File: src/rtl/otter_div_if.sv
// Divider request/write-back bundle between core control, register-file read ports and write port.
interface otter_div_if;
    localparam int unsigned XLEN = 32;
    localparam int unsigned AW   = 5;

    logic            start;
    logic [1:0]      op;
    logic [XLEN-1:0] rs1;
    logic [XLEN-1:0] rs2;
    logic [AW-1:0]   rd;
    logic            abort;
    logic            busy;
    logic            done;
    logic            w_en;
    logic [AW-1:0]   w_addr;
    logic [XLEN-1:0] w_data;

    modport master (
        output start, op, rs1, rs2, rd, abort,
        input  busy, done, w_en, w_addr, w_data
    );

    modport slave (
        input  start, op, rs1, rs2, rd, abort,
        output busy, done, w_en, w_addr, w_data
    );
endinterface

File: src/rtl/otter_div.sv
// Iterative RV32M restoring divider (DIV/DIVU/REM/REMU), one quotient bit per cycle.
// Define OTTER_DIV_FASTPATH_EN to retire divide-by-zero and signed overflow directly from IDLE.
module otter_div (
    input  logic       clk,
    input  logic       rst,
    otter_div_if.slave bus
);
    localparam int unsigned XLEN = 32;
    localparam int unsigned AW   = 5;
    localparam int unsigned CW   = 6;
    localparam logic [CW-1:0] LAST_STEP = CW'(XLEN - 1);
    localparam logic [XLEN-1:0] INT_MIN = {1'b1, {(XLEN-1){1'b0}}};

`ifdef OTTER_DIV_FASTPATH_EN
    localparam bit FASTPATH = 1'b1;
`else
    localparam bit FASTPATH = 1'b0;
`endif

    typedef enum logic [1:0] {IDLE, CALC, DONE} state_t;

    state_t          state, state_nxt;
    logic [XLEN-1:0] rem_q, quo_q, dvsr_q, rs1_q;
    logic [CW-1:0]   cnt_q;
    logic [AW-1:0]   rd_q;
    logic            is_rem_q, q_neg_q, r_neg_q, div0_q, ovf_q;
    logic [AW-1:0]   w_addr_q;
    logic [XLEN-1:0] w_data_q;

    logic            accept, signed_op, a_neg, b_neg, div0, ovf, special;
    logic [XLEN-1:0] a_mag, b_mag;
    logic [XLEN:0]   shifted;
    logic [XLEN+1:0] diff;
    logic            ge;
    logic [XLEN-1:0] rem_step, quo_step, final_res;

    // Override result for the RISC-V mandated corner cases (div0 wins over overflow)
    function automatic logic [XLEN-1:0] special_result(input logic is_rem,
                                                       input logic [XLEN-1:0] dividend,
                                                       input logic is_div0);
        if (is_div0) return is_rem ? dividend : '1;
        return is_rem ? '0 : INT_MIN;
    endfunction

    // Operand decode in IDLE
    always_comb begin
        accept    = bus.start && !bus.abort;
        signed_op = ~bus.op[0];
        a_neg     = signed_op & bus.rs1[XLEN-1];
        b_neg     = signed_op & bus.rs2[XLEN-1];
        a_mag     = a_neg ? XLEN'(-bus.rs1) : bus.rs1;
        b_mag     = b_neg ? XLEN'(-bus.rs2) : bus.rs2;
        div0      = (bus.rs2 == '0);
        ovf       = signed_op && (bus.rs1 == INT_MIN) && (bus.rs2 == '1);
        special   = div0 | ovf;
    end

    // One restoring step; the extra borrow bit keeps divisors >= 2^31 exact
    always_comb begin
        shifted   = {rem_q, quo_q[XLEN-1]};
        diff      = {1'b0, shifted} - {2'b00, dvsr_q};
        ge        = ~diff[XLEN+1];
        rem_step  = ge ? diff[XLEN-1:0] : shifted[XLEN-1:0];
        quo_step  = {quo_q[XLEN-2:0], ge};
        if (div0_q || ovf_q) begin
            final_res = special_result(is_rem_q, rs1_q, div0_q);
        end else if (is_rem_q) begin
            final_res = r_neg_q ? XLEN'(-rem_step) : rem_step;
        end else begin
            final_res = q_neg_q ? XLEN'(-quo_step) : quo_step;
        end
    end

    always_ff @(posedge clk) begin
        if (rst) state <= IDLE;
        else     state <= state_nxt;
    end

    always_comb begin
        state_nxt = state;
        case (state)
            IDLE: if (accept) state_nxt = (FASTPATH && special) ? DONE : CALC;
            CALC: begin
                if (bus.abort)                state_nxt = IDLE;
                else if (cnt_q == LAST_STEP)  state_nxt = DONE;
            end
            DONE:    state_nxt = IDLE;
            default: state_nxt = IDLE;
        endcase
    end

    // Datapath and write-back registers; w_addr/w_data only change on entry to DONE
    always_ff @(posedge clk) begin
        if (rst) begin
            rem_q    <= '0;
            quo_q    <= '0;
            dvsr_q   <= '0;
            rs1_q    <= '0;
            cnt_q    <= '0;
            rd_q     <= '0;
            is_rem_q <= 1'b0;
            q_neg_q  <= 1'b0;
            r_neg_q  <= 1'b0;
            div0_q   <= 1'b0;
            ovf_q    <= 1'b0;
            w_addr_q <= '0;
            w_data_q <= '0;
        end else begin
            case (state)
                IDLE: if (accept) begin
                    rem_q    <= '0;
                    quo_q    <= a_mag;
                    dvsr_q   <= b_mag;
                    rs1_q    <= bus.rs1;
                    cnt_q    <= '0;
                    rd_q     <= bus.rd;
                    is_rem_q <= bus.op[1];
                    q_neg_q  <= a_neg ^ b_neg;
                    r_neg_q  <= a_neg;
                    div0_q   <= div0;
                    ovf_q    <= ovf;
                    if (FASTPATH && special) begin
                        w_addr_q <= bus.rd;
                        w_data_q <= special_result(bus.op[1], bus.rs1, div0);
                    end
                end
                CALC: begin
                    rem_q <= rem_step;
                    quo_q <= quo_step;
                    cnt_q <= cnt_q + CW'(1);
                    if (cnt_q == LAST_STEP && !bus.abort) begin
                        w_addr_q <= rd_q;
                        w_data_q <= final_res;
                    end
                end
                default: ;
            endcase
        end
    end

    assign bus.busy   = (state != IDLE);
    assign bus.done   = (state == DONE);
    assign bus.w_en   = (state == DONE) && (w_addr_q != '0);
    assign bus.w_addr = w_addr_q;
    assign bus.w_data = w_data_q;
endmodule
File: src/flat_wrapper.sv
// flat-port wrapper written by rule: the top's interface ports become plain ports
module otter_div_flat 
  (clk, rst, bus_start, bus_op, bus_rs1, bus_rs2, bus_rd, bus_abort, bus_busy, bus_done, bus_w_en, bus_w_addr, bus_w_data);
  otter_div_if bus_i ();
  input  logic clk;
  input  logic rst;
  input wire logic [$bits(bus_i.start)-1:0] bus_start;
  input wire logic [$bits(bus_i.op)-1:0] bus_op;
  input wire logic [$bits(bus_i.rs1)-1:0] bus_rs1;
  input wire logic [$bits(bus_i.rs2)-1:0] bus_rs2;
  input wire logic [$bits(bus_i.rd)-1:0] bus_rd;
  input wire logic [$bits(bus_i.abort)-1:0] bus_abort;
  output wire logic [$bits(bus_i.busy)-1:0] bus_busy;
  output wire logic [$bits(bus_i.done)-1:0] bus_done;
  output wire logic [$bits(bus_i.w_en)-1:0] bus_w_en;
  output wire logic [$bits(bus_i.w_addr)-1:0] bus_w_addr;
  output wire logic [$bits(bus_i.w_data)-1:0] bus_w_data;
  assign bus_i.start = bus_start;
  assign bus_i.op = bus_op;
  assign bus_i.rs1 = bus_rs1;
  assign bus_i.rs2 = bus_rs2;
  assign bus_i.rd = bus_rd;
  assign bus_i.abort = bus_abort;
  assign bus_busy = bus_i.busy;
  assign bus_done = bus_i.done;
  assign bus_w_en = bus_i.w_en;
  assign bus_w_addr = bus_i.w_addr;
  assign bus_w_data = bus_i.w_data;
  otter_div u_core (.clk(clk), .rst(rst), .bus(bus_i));
endmodule
File: config.mk
export PLATFORM = sky130hd
export DESIGN_NAME = otter_div_flat
export DESIGN_NICKNAME = d
export VERILOG_FILES = /design/src/rtl/otter_div_if.sv /design/src/rtl/otter_div.sv /design/src/flat_wrapper.sv
export SDC_FILE = /design/constraint.sdc
export NUM_CORES = 1
export LEC_CHECK = 0
export ABC_AREA = 1
export ABC_CLOCK_PERIOD_IN_PS = 8350
export CORE_MARGIN = 2
export CORE_UTILIZATION = 55
export CTS_BUF_LIST = sky130_fd_sc_hd__clkbuf_8
export CTS_CLUSTER_DIAMETER = 30
export CTS_CLUSTER_SIZE = 25
export DETAILED_ROUTE_END_ITERATION = 8
export DONT_BUFFER_PORTS = 1
export PLACE_DENSITY_LB_ADDON = 0.25
export SLEW_MARGIN = 0
export SYNTH_ARGS = -nofsm -noshare
export SYNTH_HDL_FRONTEND = slang
export SYNTH_SLANG_ARGS = --single-unit
export TNS_END_PERCENT = 50
File: constraint.sdc
create_clock -name clk -period 8.35 [get_ports clk]
set_input_delay 0.835 -clock clk [delete_from_list [all_inputs] [get_ports clk]]
set_output_delay 0.835 -clock clk [all_outputs]
set_load 0.005 [all_outputs]
[Yosys cells after proc, flatten, opt, wreduce, memory -nomap -nowiden]
Index checks and enable logic that the tools add are counted.
Word-level totals
  register bits: 183
  output and inout bits: 40
Operators by class
  eq/ne operators: 7
  reduce and logical (&&, ||, !) cells: 16
  multiplexer cells: 23
  add/sub/neg operators: 6
  bitwise logic cells: 5
Operator list (count)
  32-bit two-way mux: 13
  32-bit negator: 4
  32-bit one-hot mux with 2 select lines: 2
  32-bit equality test (second input constant): 2
  33-bit by 32-bit subtractor with 34-bit output: 1
  32-bit zero test: 1
  6-bit one-hot mux with 2 select lines: 1
  2-bit AND reduction: 4
  6-bit by 1-bit adder with 6-bit output (second input constant): 1
  6-bit by 5-bit equality test with 1-bit output (second input constant): 1
  2-bit two-way mux: 3
  6-bit two-way mux: 1
  1-bit logical AND: 5
  5-bit nonzero test: 1
  2-bit one-hot mux with 2 select lines: 1
  2-bit nonzero test: 2
  3-bit by 2-bit != test with 1-bit output (second input constant): 1
  1-bit bitwise AND: 2
  2-bit by 1-bit equality test with 1-bit output (second input constant): 1
  2-bit equality test (second input constant): 1
  2-bit zero test: 1
  1-bit two-way mux: 2
  2-bit by 1-bit != test with 1-bit output (second input constant): 1
  1-bit inverter: 2
  3 further kinds: 3

[Depth between registers and ports, before layout]
  word-level depth: 6
  gate-level depth with buffers: 30
  gate-level depth less buffers: 29

[Least setup slack after synthesis]
OpenSTA, ideal clock, no wires.
  kind: reg2reg
  start: register u_core.dvsr_q[8]
  end: register u_core.w_data_q[30] (netlist: u_core.bus.w_data[30])
  arrival time: 3.462 ns
  period minus slack after synthesis: 3.532 ns
  path slack: 4.818 ns
  buffers on the path: 1
  cell stages (with the launch flop): 31
  library setup time: 0.070 ns
  path through: dfxtp_1 > inv_1 > ha_1 > nand2_2 > inv_2 > nand2_1 > nand2_1 > clkinv_1 > nand3_2 > nand2_2 > nand2_2 > nand2_4 > nand2_4 > inv_2 > buf_4 > ha_1 > nand4_1 > nor3_2 > nand3_1 > nor2_1 > inv_1 > o21ai_1 > nand2_1 > nor2_1 > o21ai_1 > a21oi_1 > xor2_1 > nand2_1 > nand2_1 > nand2_1 > a21oi_1
On the way
  longest elaborated chain between the ends: 6
  elaborated cells between the ends (all ways): 9
  classes of those cells: add/sub: 3; mux: 5; bitwise: 1
RTL lines
  start, declared: line otter_div.sv:23  | logic [XLEN-1:0] rem_q, quo_q, dvsr_q, rs1_q;
  start signal, assigned: line otter_div.sv:113  | dvsr_q <= b_mag;
  33-bit by 32-bit subtractor with 34-bit output (*): line otter_div.sv:61  | diff = {1'b0, shifted} - {2'b00, dvsr_q};
  32-bit two-way mux / 1-bit inverter (equally long branches): line otter_div.sv:63, otter_div.sv:62
  32-bit negator (on tied branches): line otter_div.sv:68, otter_div.sv:70
  32-bit two-way mux (on tied branches): line otter_div.sv:68, otter_div.sv:70
  32-bit two-way mux (*): line otter_div.sv:67  | end else if (is_rem_q) begin
  32-bit two-way mux (*): line otter_div.sv:65  | if (div0_q || ovf_q) begin
  end signal, assigned: line otter_div.sv:124  | w_data_q <= special_result(bus.op[1], bus.rs1, div0);
  end signal, assigned: line otter_div.sv:133  | w_data_q <= final_res;
  end, declared: line otter_div.sv:28  | logic [XLEN-1:0] w_data_q;
Every way passes the cells marked *; elsewhere a longest branch is shown, timed or not.
A chain may end at the register's enable or synchronous reset.

[Worst setup path after layout]
  start: register u_core.dvsr_q[19]
  end: register u_core.w_data_q[30] (netlist: u_core.bus.w_data[30])
The elaborated chain is that of the path after synthesis.

==> results.ini <==
[timing]
slew_viol_final=0
max_slew_margin_pct=29.99
fin_tns_setup_ns=0
rsz0062_at_grt=no
clock_skew_ns=0.03351
setup_slack_ns=3.221
post-route-period-util_pct=61.42
finalHoldViolCount=0
fmax_ghz=0.1950
setup_viol=0
worst_pin_slew_ns=1.049
period_needed_ns=5.129

[worst_setup_path]
r2r_slack_ns=3.22
crit_family=simple AND/OR/NAND/NOR gates
crit_path_max_incr_delay_ns=0.53
arrival_ns=5.58
cp_max_fo=49
reg2reg_depth=27
start_kind=flip-flop
slowest_stage=nor2_4
end_kind=flip-flop
path_depth=27
critPathRequiredTime_ns=8.80
cp.buffers_inverters=4
critPathMostFrequentCell=nand2_1
timing_worst_setup_path_type=reg -> reg
reg2reg_from=u_core.dvsr_q[19]
timing.rr.end=u_core.bus.w_data[30]

[worst_hold_path]
min_path_cells=1
holdPathEnd=u_core.quo_q[31]
hp-class=in -> reg
worstHoldStart=rst

[power_and_ir_drop]
power_frac_seq_pct=34.9
p_comb_share_pct=39.0
power.total_mw=2.677
power.density_mw_per_mm2=185.4
swShare_pct=44.71
intPower_mw=1.480
leakagePower_nw=7.018
power_switching_mw=1.197
clock_power_share_pct=26.0
vdd_ir_drop_max_uv=109.3

[routing]
firstDrtPassIters=9
route.detailed.drc=0
via_per_inst=5.827
num_vias=15140
wl_per_cell_um=17.94
drt_wl_total_mm=46.61
ant_nets=0
detail_route.iter0.violations=1580

[cts]
clock_sinks=183
post_cts_resized=0
cts_tree=built
numCtsBuffers=17
cts-root-buf=clkbuf_8
cts_setup_buffers=0
path_clk_slew_ns=0.14
ctsLongestPathBuffers=2
hold_buffers=0
htreeDepth=4
insertion_delay_ns=0.52

[final_layout]
finish.utilization_pct=57.84
layout.cells.non_filler=2598
final_nets=2369
final_common_cell=nand2_1
regArea_mm2=0.003665
num_antenna_cells=0
area_growth_pct=3.964
drive_above_1_share_pct=6.349
multi_input_area_mm2=0.008566
final_cell_mix=nand2_1 (614), inv_1 (314), nor2_1 (240)
fillerInstances=2554

[floorplanning]
rows=58
ios=115
die-width_um=162.9
start_util_pct=55.64
die_area_mm2=0.02654
die_h_um=162.9
core_area_mm2=0.02496

[yosys]
synth_edf_count=0
synth_ff_type=dfxtp_1
avgSynthCellArea_um2=5.982
synth_cells=2322
synthArstFlopShare_pct=0
synth-seq-cells=183
synth_area_mm2=0.01389
ys_seq_area_share_pct=26.38
syn-num-nets=2436
synth_cell_type_count=52
yosys_warnings=0

[global_routing]
grt_overflow=0
track_usage_pct=35.04
grt_pass1_vias=13770
antenna_found_initial=0
grt_first_pass_wirelength_mm=72.86
grt_max_degree=97

[place]
dp_hpwl_mm=34.89
port_buffers=0
preCtsSetupSlack_ns=3.348
routabilityCongestion=0.9607
place_inst=2566

[run]
maxCapViolations=0

[outcome]
outcome=finished, final reports clean

-- how the worst max path moves through the flow --
| stage | from | slack (ns) | end |
|---|---|---|---|
| after floorplan | u_core.dvsr_q[8] | 4.82 | u_core.bus.w_data[30] |
| after global placement | u_core.dvsr_q[23] | 3.55 | u_core.bus.w_data[30] |
| after detailed placement | u_core.dvsr_q[23] | 3.35 | u_core.bus.w_data[28] |
| after CTS | u_core.dvsr_q[23] | 3.31 | u_core.bus.w_data[30] |
| after global routing | u_core.dvsr_q[20] | 2.71 | u_core.bus.w_data[30] |
| final | u_core.dvsr_q[19] | 3.22 | u_core.bus.w_data[30] |
-- final cells by class --
cell class	count	area share, %
clock inverters	15	1.542
inverters	331	8.604
flip-flops and latches	183	25.38
multi-input cells	1709	59.32
clock buffers	17	1.620
well taps	330	2.859
repair buffers	13	0.6759
-- sequential cells by signal (all words and copies together), names as in the netlist --
register	flops
u_core.bus.w_addr	5
u_core.bus.w_data	32
u_core.cnt_q	6
u_core.div0_q	1
u_core.dvsr_q	32
u_core.is_rem_q	1
u_core.ovf_q	1
u_core.q_neg_q	1
u_core.quo_q	32
u_core.r_neg_q	1
u_core.rd_q	5
u_core.rem_q	32
u_core.rs1_q	32
u_core.state	2
-- stage by stage --
step	area (um2)	hold slack, ns
final	14440	0.3725
after CTS	14440	0.3616
after detailed placement	13980	0.4433
after global placement	13980	0.4407
after global routing	14440	0.3620
after floorplan	13890	0.4297
-- kinds of logic after synthesis --
group | after synthesis | share of synthesized area, %
AND/OR/NAND/NOR | 1140 | 35.57
AO/OA/AOI/OAI | 468 | 18.51
buffers and inverters | 430 | 12.06
flip-flops | 183 | 26.38
XOR/XNOR | 62 | 3.910
adder cells (fa/ha/maj) | 39 | 3.567
-- power groups by stage --
stage / logic (mW) / registers (mW) / clock network, mW
global route: 1.16 / 0.939 / 0.726
CTS: 1.02 / 0.934 / 0.698
floorplan: 0.800 / 0.946 / 0
detailed placement: 1.01 / 0.954 / 0
finish: 1.04 / 0.935 / 0.697
global placement: 0.998 / 0.952 / 0
-- cells in the mapped netlist (3+ instances only) --
library cell	n	area share, %
ha_1	38	3.4
or2_2	8	0.36
nor2_1	242	6.5
xor2_1	48	3.0
o21ai_0	174	6.3
dfxtp_1	183	26
inv_1	316	8.5
nand3_1	130	4.7
xnor2_1	14	0.88
nand2_4	5	0.41
clkinv_1	4	0.11
o22ai_1	22	0.99
a31oi_1	21	0.95
a21oi_1	181	6.5
buf_4	4	0.22
o21ai_1	19	0.68
and2_1	3	0.14
nand3_2	9	0.65
inv_2	11	0.30
nand2_1	614	17
nor3_1	26	0.94
a211oi_1	6	0.32
a21oi_2	5	0.32
nor4_1	12	0.54
nor2_2	10	0.45
buf_6	3	0.24
nand2_2	28	1.3
o211ai_1	7	0.38
nor3_2	4	0.29
nor2_4	8	0.65
a221oi_1	10	0.63
nand4_1	29	1.3
o221ai_1	10	0.63
buf_2	6	0.22
clkbuf_1	83	2.2
nand3b_1	6	0.32
-- worst reg2reg max path, delay by kind of cell, from the launching register on --
kind,cells,cell delay [ns]
xor+xnor,1,0.16
flops,1,0.36
buf+inv,4,0.65
fa+ha+maj,2,0.64
compound gates,5,0.68
simple gates,15,2.59
-- layer usage --
metal  share of wire (%)  GRT usage, %  up-vias
li1                    -             -     7351
met1                  43         48.87     6983
met2                  42         52.31      721
met3                  11         8.582       83
met4                 3.0         12.91        0
met5                   0             0        -
Note: power is estimated with default switching activity, not from simulation.
